### src/rtl/mips_mem_master.sv
// mips_mem_master: CPU-side load/store initiator for a word-wide, byte-enabled data memory.
// Only one request is in flight at a time. Stores respond in 2 cycles, loads in 1+READ_LATENCY, errors in 1.
//
// state    | meaning
// ---------+-------------------------------------------------------------------
// IDLE     | req_ready high, waiting for a request
// ISSUE    | memory read or write strobe is high for this one cycle
// WAIT     | remaining read latency when READ_LATENCY > 1
// RESP     | mem_data_out is valid; response is registered on leaving
// ERR_RESP | illegal op or trapped misalignment; error response registered on leaving
module mips_mem_master #(
    parameter int READ_LATENCY  = 1,
    parameter bit MISALIGN_TRAP = 1
) (
    input  logic        clk,
    input  logic        rst_n,
    input  logic        req_valid,
    output logic        req_ready,
    input  logic [3:0]  req_op,
    input  logic [31:0] req_addr,
    input  logic [31:0] req_wdata,
    output logic        resp_valid,
    output logic [31:0] resp_rdata,
    output logic        resp_err,
    output logic [31:0] mem_address,
    output logic        mem_wr_en,
    output logic        mem_read_en,
    output logic [3:0]  mem_byte_en,
    output logic [31:0] mem_data_in,
    input  logic [31:0] mem_data_out
);
    localparam logic [3:0] OP_LB  = 4'd0;
    localparam logic [3:0] OP_LBU = 4'd1;
    localparam logic [3:0] OP_LH  = 4'd2;
    localparam logic [3:0] OP_LHU = 4'd3;
    localparam logic [3:0] OP_LW  = 4'd4;
    localparam logic [3:0] OP_LWL = 4'd5;
    localparam logic [3:0] OP_LWR = 4'd6;
    localparam logic [3:0] OP_SB  = 4'd8;
    localparam logic [3:0] OP_SH  = 4'd9;
    localparam logic [3:0] OP_SW  = 4'd10;

    typedef enum logic [2:0] {S_IDLE, S_ISSUE, S_WAIT, S_RESP, S_ERR_RESP} state_t;

    state_t      state, nxt_state;
    logic [3:0]  op_q, nxt_op;
    logic [1:0]  lane_q, nxt_lane;
    logic [31:0] rt_q, nxt_rt;
    logic [1:0]  wait_cnt, nxt_wait_cnt;
    logic        nxt_req_ready, nxt_resp_valid, nxt_resp_err, nxt_wr_en, nxt_read_en;
    logic [31:0] nxt_resp_rdata, nxt_address, nxt_data_in;
    logic [3:0]  nxt_byte_en;
    logic        is_load, is_store, is_half, is_word, misalign, accept;

    function automatic logic [31:0] load_result(input logic [3:0]  op,
                                                input logic [1:0]  k,
                                                input logic [31:0] w,
                                                input logic [31:0] rt);
        logic [7:0]  b;
        logic [15:0] h;
        logic [4:0]  sh_r, sh_l;
        logic [31:0] ones;
        b    = w[{k, 3'b000} +: 8];
        h    = k[1] ? w[31:16] : w[15:0];
        sh_r = {k, 3'b000};
        sh_l = {~k, 3'b000};
        ones = '1;
        case (op)
            OP_LB:   load_result = {{24{b[7]}}, b};
            OP_LBU:  load_result = {24'd0, b};
            OP_LH:   load_result = {{16{h[15]}}, h};
            OP_LHU:  load_result = {16'd0, h};
            OP_LW:   load_result = w;
            OP_LWL:  load_result = (w << sh_l) | (rt & ~(ones << sh_l));
            OP_LWR:  load_result = (w >> sh_r) | (rt & ~(ones >> sh_r));
            default: load_result = 32'd0;
        endcase
    endfunction

    always_comb begin
        is_load  = (req_op <= OP_LWR);
        is_store = (req_op == OP_SB) || (req_op == OP_SH) || (req_op == OP_SW);
        is_half  = (req_op == OP_LH) || (req_op == OP_LHU) || (req_op == OP_SH);
        is_word  = (req_op == OP_LW) || (req_op == OP_SW);
        misalign = MISALIGN_TRAP && ((is_half && req_addr[0]) ||
                                     (is_word && (req_addr[1:0] != 2'b00)));
        accept   = req_valid && req_ready;
    end

    always_comb begin
        nxt_state      = state;
        nxt_op         = op_q;
        nxt_lane       = lane_q;
        nxt_rt         = rt_q;
        nxt_wait_cnt   = wait_cnt;
        nxt_resp_valid = 1'b0;
        nxt_resp_err   = 1'b0;
        nxt_resp_rdata = 32'd0;
        nxt_wr_en      = 1'b0;
        nxt_read_en    = 1'b0;
        nxt_address    = mem_address;
        nxt_byte_en    = mem_byte_en;
        nxt_data_in    = mem_data_in;

        case (state)
            S_IDLE: begin
                if (accept) begin
                    nxt_op   = req_op;
                    nxt_lane = req_addr[1:0];
                    nxt_rt   = req_wdata;
                    if (!(is_load || is_store) || misalign) begin
                        nxt_state = S_ERR_RESP;
                    end else begin
                        // strobes are registered here so they are high exactly during ISSUE
                        nxt_state   = S_ISSUE;
                        nxt_address = {req_addr[31:2], 2'b00};
                        if (is_store) begin
                            nxt_wr_en = 1'b1;
                            case (req_op)
                                OP_SB: begin
                                    nxt_byte_en = 4'b0001 << req_addr[1:0];
                                    nxt_data_in = {4{req_wdata[7:0]}};
                                end
                                OP_SH: begin
                                    nxt_byte_en = req_addr[1] ? 4'b1100 : 4'b0011;
                                    nxt_data_in = {2{req_wdata[15:0]}};
                                end
                                default: begin
                                    nxt_byte_en = 4'b1111;
                                    nxt_data_in = req_wdata;
                                end
                            endcase
                        end else begin
                            nxt_read_en = 1'b1;
                            nxt_byte_en = 4'b1111;
                        end
                    end
                end
            end
            S_ISSUE: begin
                if ((op_q <= OP_LWR) && (READ_LATENCY > 1)) begin
                    nxt_state    = S_WAIT;
                    nxt_wait_cnt = 2'(READ_LATENCY - 2);
                end else begin
                    nxt_state = S_RESP;
                end
            end
            S_WAIT: begin
                if (wait_cnt == 2'd0) nxt_state = S_RESP;
                else                  nxt_wait_cnt = wait_cnt - 2'd1;
            end
            S_RESP: begin
                nxt_state      = S_IDLE;
                nxt_resp_valid = 1'b1;
                if (op_q <= OP_LWR)
                    nxt_resp_rdata = load_result(op_q, lane_q, mem_data_out, rt_q);
            end
            S_ERR_RESP: begin
                nxt_state      = S_IDLE;
                nxt_resp_valid = 1'b1;
                nxt_resp_err   = 1'b1;
            end
            default: nxt_state = S_IDLE;
        endcase

        nxt_req_ready = (nxt_state == S_IDLE);
    end

    always_ff @(posedge clk or negedge rst_n) begin
        if (!rst_n) begin
            state       <= S_IDLE;
            op_q        <= 4'd0;
            lane_q      <= 2'd0;
            rt_q        <= 32'd0;
            wait_cnt    <= 2'd0;
            req_ready   <= 1'b0;
            resp_valid  <= 1'b0;
            resp_err    <= 1'b0;
            resp_rdata  <= 32'd0;
            mem_wr_en   <= 1'b0;
            mem_read_en <= 1'b0;
            mem_address <= 32'd0;
            mem_byte_en <= 4'd0;
            mem_data_in <= 32'd0;
        end else begin
            state       <= nxt_state;
            op_q        <= nxt_op;
            lane_q      <= nxt_lane;
            rt_q        <= nxt_rt;
            wait_cnt    <= nxt_wait_cnt;
            req_ready   <= nxt_req_ready;
            resp_valid  <= nxt_resp_valid;
            resp_err    <= nxt_resp_err;
            resp_rdata  <= nxt_resp_rdata;
            mem_wr_en   <= nxt_wr_en;
            mem_read_en <= nxt_read_en;
            mem_address <= nxt_address;
            mem_byte_en <= nxt_byte_en;
            mem_data_in <= nxt_data_in;
        end
    end
endmodule
### config.mk
export PLATFORM = sky130hd
export DESIGN_NAME = mips_mem_master
export DESIGN_NICKNAME = d
export VERILOG_FILES = /design/src/rtl/mips_mem_master.sv
export SDC_FILE = /design/constraint.sdc
export NUM_CORES = 1
export LEC_CHECK = 0
export ABC_CLOCK_PERIOD_IN_PS = 3050
export BUFFER_PORTS_ARGS = -buffer_cell sky130_fd_sc_hd__buf_2
export CORE_MARGIN = 2
export CORE_UTILIZATION = 35
export CTS_BUF_LIST = sky130_fd_sc_hd__clkbuf_8
export CTS_CLUSTER_SIZE = 12
export DETAILED_ROUTE_END_ITERATION = 8
export GPL_TIMING_DRIVEN = 0
export PLACE_DENSITY = 0.53
export SYNTH_ARGS = -nofsm -noshare
export SYNTH_HDL_FRONTEND = slang
export SYNTH_SLANG_ARGS = --single-unit
### constraint.sdc
create_clock -name clk -period 3.05 [get_ports clk]
set_clock_uncertainty 0.2 [all_clocks]
set_input_delay 0.4575 -clock clk [delete_from_list [all_inputs] [get_ports clk]]
set_output_delay 0.4575 -clock clk [all_outputs]
set_load 0.1 [all_outputs]
== After elaboration in Yosys (flattened, before gate mapping) ==
Index checks and enable logic that the tools add are counted.

* Flip-flop bits (word level): 146
* Latch bits: 0
* RAM bits: 0
* Bits in read-only memories: 0
* Input bits: 103
* Output and inout port bits: 105
* Logic and storage cells: 92
* Memories kept: 0

* Add/sub/neg operators: 1
* $mul: 0
* Divide/modulo/power cells: 0
* Order comparisons: 2
* Eq/ne operators: 16
* Shift operators: 6
* Multiplexer cells: 22
* Bitwise gates (word level): 9
* Reduce and logical (&&, ||, !) cells: 22

{| class="wikitable"
|+ Operators with widths
! kind !! number
|-
| $pmux W32 S7 || 1
|-
| $and A32 B32 Y32 || 2
|-
| $mux W32 || 2
|-
| $not A32 Y32 || 2
|-
| $or A32 B32 Y32 || 2
|-
| $pmux W32 S2 || 1
|-
| $shiftx A32 B6 Y8 || 1
|-
| $shl A32 B5 Y32 || 1
|-
| $shl A32 B5 Y32 const A || 1
|-
| $shr A32 B5 Y32 || 1
|-
| $shr A32 B5 Y32 const A || 1
|-
| $eq A4 B2 Y1 const B || 4
|-
| $eq A4 B3 Y1 const B || 4
|-
| $mux W16 || 1
|-
| $eq A4 B4 Y1 const B || 3
|-
| $mux W1 || 10
|-
| $mux W3 || 3
|-
| $pmux W3 S3 || 1
|-
| $le A4 B3 Y1 const B || 2
|-
| $logic_or A1 B1 Y1 || 8
|-
| $mux W4 || 2
|-
| $pmux W4 S2 || 1
|-
| $eq A3 B2 Y1 const B || 2
|-
| $logic_not A3 Y1 || 2
|-
| other kinds (16) || 20
|}

== Longest topological paths before layout ==
* Depth after elaboration: 10
* Gate-level depth with buffers: 8
* Mapped depth without buffers: 5

== Worst setup path before layout ==
OpenSTA, ideal clock, no wires.

* Kind: register -> register
* From: register req_ready
* To: register mem_data_in[10]
* Library setup time: 0.128 ns
* Data arrival time: 2.378 ns
* Required time: 2.722 ns
* Slack: 0.344 ns
* Cell stages (with the launch flop): 6
* Path buffers: 1
* Period minus slack after synthesis: 2.706 ns
* Cell sequence: dfrtp_1 > nand2_1 > or4_4 > a211oi_4 > buf_6 > mux2_1

* Word-level cells in the longest chain between the ends: 2

{| class="wikitable"
|+ Ends and longest elaborated chain
! what !! RTL line !! text
|-
| from (decl) || 18 || <nowiki>output logic req_ready,</nowiki>
|-
| from (signal assigned) || 191 || <nowiki>req_ready <= nxt_req_ready;</nowiki>
|-
| $logic_and A1 B1 Y1 || 87 || <nowiki>accept = req_valid && req_ready;</nowiki>
|-
| $reduce_and A4 Y1 (no source line) || n/a ||
|-
| to (signal assigned) || 199 || <nowiki>mem_data_in <= nxt_data_in;</nowiki>
|-
| to (decl) || 29 || <nowiki>output logic [31:0] mem_data_in,</nowiki>
|}

No other way between the ends.
A chain may end at the register's enable or synchronous reset.

== Worst setup path after layout ==
* From: register op_q[0]
* To: register resp_rdata[29]

* Word-level cells in the longest chain between the ends: 4
* Elaborated cells on any way between the ends: 11
* Classes of those cells: 1 x order compare; 6 x eq/ne; 3 x mux; 1 x reduce/logical

{| class="wikitable"
|+ Ends and longest elaborated chain
! what !! RTL line !! text
|-
| from (decl) || 46 || <nowiki>logic [3:0] op_q, nxt_op;</nowiki>
|-
| from (signal assigned) || 187 || <nowiki>op_q <= nxt_op;</nowiki>
|-
| $eq A4 B3 Y1, or another cell as far along || 68 || <nowiki>case (op)</nowiki>
|-
| $pmux W32 S7 || 68 ||
|-
| $mux W32 * || 155 || <nowiki>if (op_q <= OP_LWR)</nowiki>
|-
| $mux W32 * || 105 || <nowiki>case (state)</nowiki>
|-
| net nxt_resp_rdata[29] || 51 || <nowiki>logic [31:0] nxt_resp_rdata, nxt_address, nxt_data_in;</nowiki>
|-
| to (signal assigned) || 194 || <nowiki>resp_rdata <= nxt_resp_rdata;</nowiki>
|-
| to (decl) || 23 || <nowiki>output logic [31:0] resp_rdata,</nowiki>
|}

The timed path passes the listed nets; every way through them passes the cells marked *.

==> metrics.txt <==
Seq/Total Area, Yosys=0.487; Final Net Count=947; critical path startpoint category=flip-flop; crit-path max cell delay=0.88 ns; R2R depth=5; # rows=53; DRC=0; Reg-to-Reg End=resp_rdata[29]; vias per cell=5.52; Top Metal Used=met4; max cap viols=0; Final HPWL DP=19.1 mm; critical path class=reg2reg; top_reg_cell synth=dfrtp_1; post-route cell area=0.00931 mm2; Hold Crit Class=in2reg; total CTS buffers=17; TritonCTS clock tree=built; drt wl/cell=22.9 um; commonest non-fill, non-tap cells in the layout=buf_2, dfrtp_1, mux2_2; Worst-Skew Late Latency=0.45 ns; Post-CTS Setup Bufs=0; fraction of registers with async set/reset=1.00; Crit-path slowest cell=a21boi_1; largest net degree at the start of global routing=101; IO Port Bufs=203; critical path peak fanout=9; Max Freq=343 MHz; hold depth=2; Min Hold Slack=0.0311 ns; mapped cell area=0.00751 mm2; first-pass GRT wire length=38.7 mm; CTS Sinks=146; R2R setup slack=0.14 ns; Synth cell types=53; Worst slew margin=0.158; fraction of the cycle the final worst path needs=0.955; Critical Path End Type=flip-flop; via count=6,242; Gate Count Post-Synth=612; Mean Syn Cell Area=12.3 um2; ANT cells=0; setup total negative slack=0 ns; crit path DAT=3.09 ns; core area=0.0210 mm2; fin. max-slew vios=0; non-filler instance count after layout=1,131; hold_sp=req_addr[16]; unrepaired setup endpoints after global routing=false; # setup viols final=0; root buffer cell=clkbuf_8; GPL Wtd Cong=0.903; CP cell instances=nor4bb_1 > clkbuf_1 > a21boi_1 > a222oi_1 > a21oi_1; number of synthesized register bits=146; die span in x=150 um; Worst Hold Path EP=mem_address[16]; global route overflow=0; die area=0.0226 mm2; Initial Utilization=0.357; vias in the first global route=6,348; RR Startpoint=op_q[0]; DRT antenna net count=0; IO Count=208; # hold bufs at CTS=6; total global-route track usage=0.231; initial antenna violation count=0; Syn-to-layout area delta=24.0%; clk buf depth=2; placed cell area=0.00891 mm2; minimum clock period after layout=2.91 ns; Synth Warn #=0; fraction of layout cells with a size suffix above 1=0.449; metal2 WL=12.2 mm; Die Y=150 um; CTS resizes=0; Iteration-0 DRC Markers=526; most common cell after layout, fill and taps aside=buf_2; Clock transition at path regs=0.09 ns; Post-synth EDFFs=0; wl on met1=11.2 mm; wire length after detailed routing=25.9 mm; Fin. Hold Viols=0; CP Data Required Time=3.22 ns; Initial DRT Pass Iterations=5; dpl cells=1,092; outcome=complete, no violations; H-tree depth=4; worst slew pin tran=1.25 ns; WL met3=1.86 mm
[final cells by class]
class | instances | area (um2)
Buffer | 52 | 250
Clock buffer | 17 | 234
Clock inverter | 15 | 97.6
Fill cell | 1992 | 11700
Inverter | 15 | 56.3
Multi-Input combinational cell | 400 | 3550
Sequential cell | 146 | 3650
Tap cell | 275 | 344
Timing Repair Buffer | 211 | 1120
[Yosys cell counts (4+ instances only)]
| cell | count | share of area |
|---|---|---|
| dfrtp_1 | 146 | 0.49 |
| a22oi_1 | 18 | 0.018 |
| a221o_1 | 6 | 0.0080 |
| mux4_2 | 15 | 0.045 |
| nand2_1 | 29 | 0.014 |
| and2_1 | 5 | 0.0042 |
| mux2_1 | 22 | 0.033 |
| nor2_1 | 7 | 0.0035 |
| inv_1 | 15 | 0.0075 |
| nor2b_1 | 5 | 0.0042 |
| buf_2 | 16 | 0.011 |
| mux2_2 | 105 | 0.16 |
| buf_1 | 5 | 0.0025 |
| mux2i_1 | 39 | 0.052 |
| a31oi_1 | 17 | 0.014 |
| clkbuf_1 | 23 | 0.011 |
| o211ai_1 | 17 | 0.017 |
| nand2b_1 | 8 | 0.0067 |
| nor3b_1 | 4 | 0.0040 |
| a222oi_1 | 7 | 0.0093 |
| o21ai_0 | 31 | 0.021 |
| a21oi_1 | 24 | 0.016 |
| buf_4 | 5 | 0.0050 |
[kinds of logic (layout without fill, tap and decap cells)]
family                     Yosys count  in the layout  synth area share
buffers and inverters               67            310            0.0408
AOI/OAI and AO/OA                  136            136             0.124
and+or+nand+nor                     78             78            0.0570
xor gates and xnor gates             2              2           0.00233
muxes                              181            181             0.287
DFF                                146            146             0.487
adders and majority gates            1              1           0.00167
other                                1              2          0.000499
[registers in the layout (all words and copies together), names as in the netlist]
register     cells
mem_data_in     32
resp_rdata      32
rt_q            32
mem_address     30
mem_byte_en      4
op_q             4
state            3
lane_q           2
wait_cnt         2
mem_read_en      1
mem_wr_en        1
req_ready        1
resp_err         1
resp_valid       1
[worst max-delay path by stage]
stage,depth (start not counted),start,end,slack [ns]
floorplan,5,req_ready,mem_data_in[10],0.34
global placement,1,rst_n,mem_address[3],-0.71
detailed placement,5,op_q[0],resp_rdata[29],0.20
CTS,5,op_q[0],resp_rdata[29],0.19
global route,5,op_q[0],resp_rdata[31],0.07
finish,5,op_q[0],resp_rdata[29],0.14
[layer usage]
layer / up-vias / global-route usage
li1: 2749 / -
met1: 3173 / 0.325
met2: 282 / 0.363
met3: 38 / 0.0458
met4: 0 / 0.0689
met5: - / 0
[critical path, delay by kind of cell, from the launching register on]
| family | cells | cell delay [ns] |
|---|---|---|
| and+or+nand+nor | 1 | 0.29 |
| buffers and inverters | 1 | 0.48 |
| AOI/OAI and AO/OA | 3 | 1.44 |
| DFF | 1 | 0.42 |
[metrics by stage]
stage	util	setup slack [ns]
3_5_place_dp	0.424	0.205
4_1_cts	0.442	0.191
2_1_floorplan	-	0.344
3_3_place_gp	0.422	-0.714
6_report	0.443	0.138
5_1_grt	0.443	0.0736
Power is left out: the tool's default activity adds up to more than one toggle a clock period on the data nets, which glitch-free logic cannot reach.
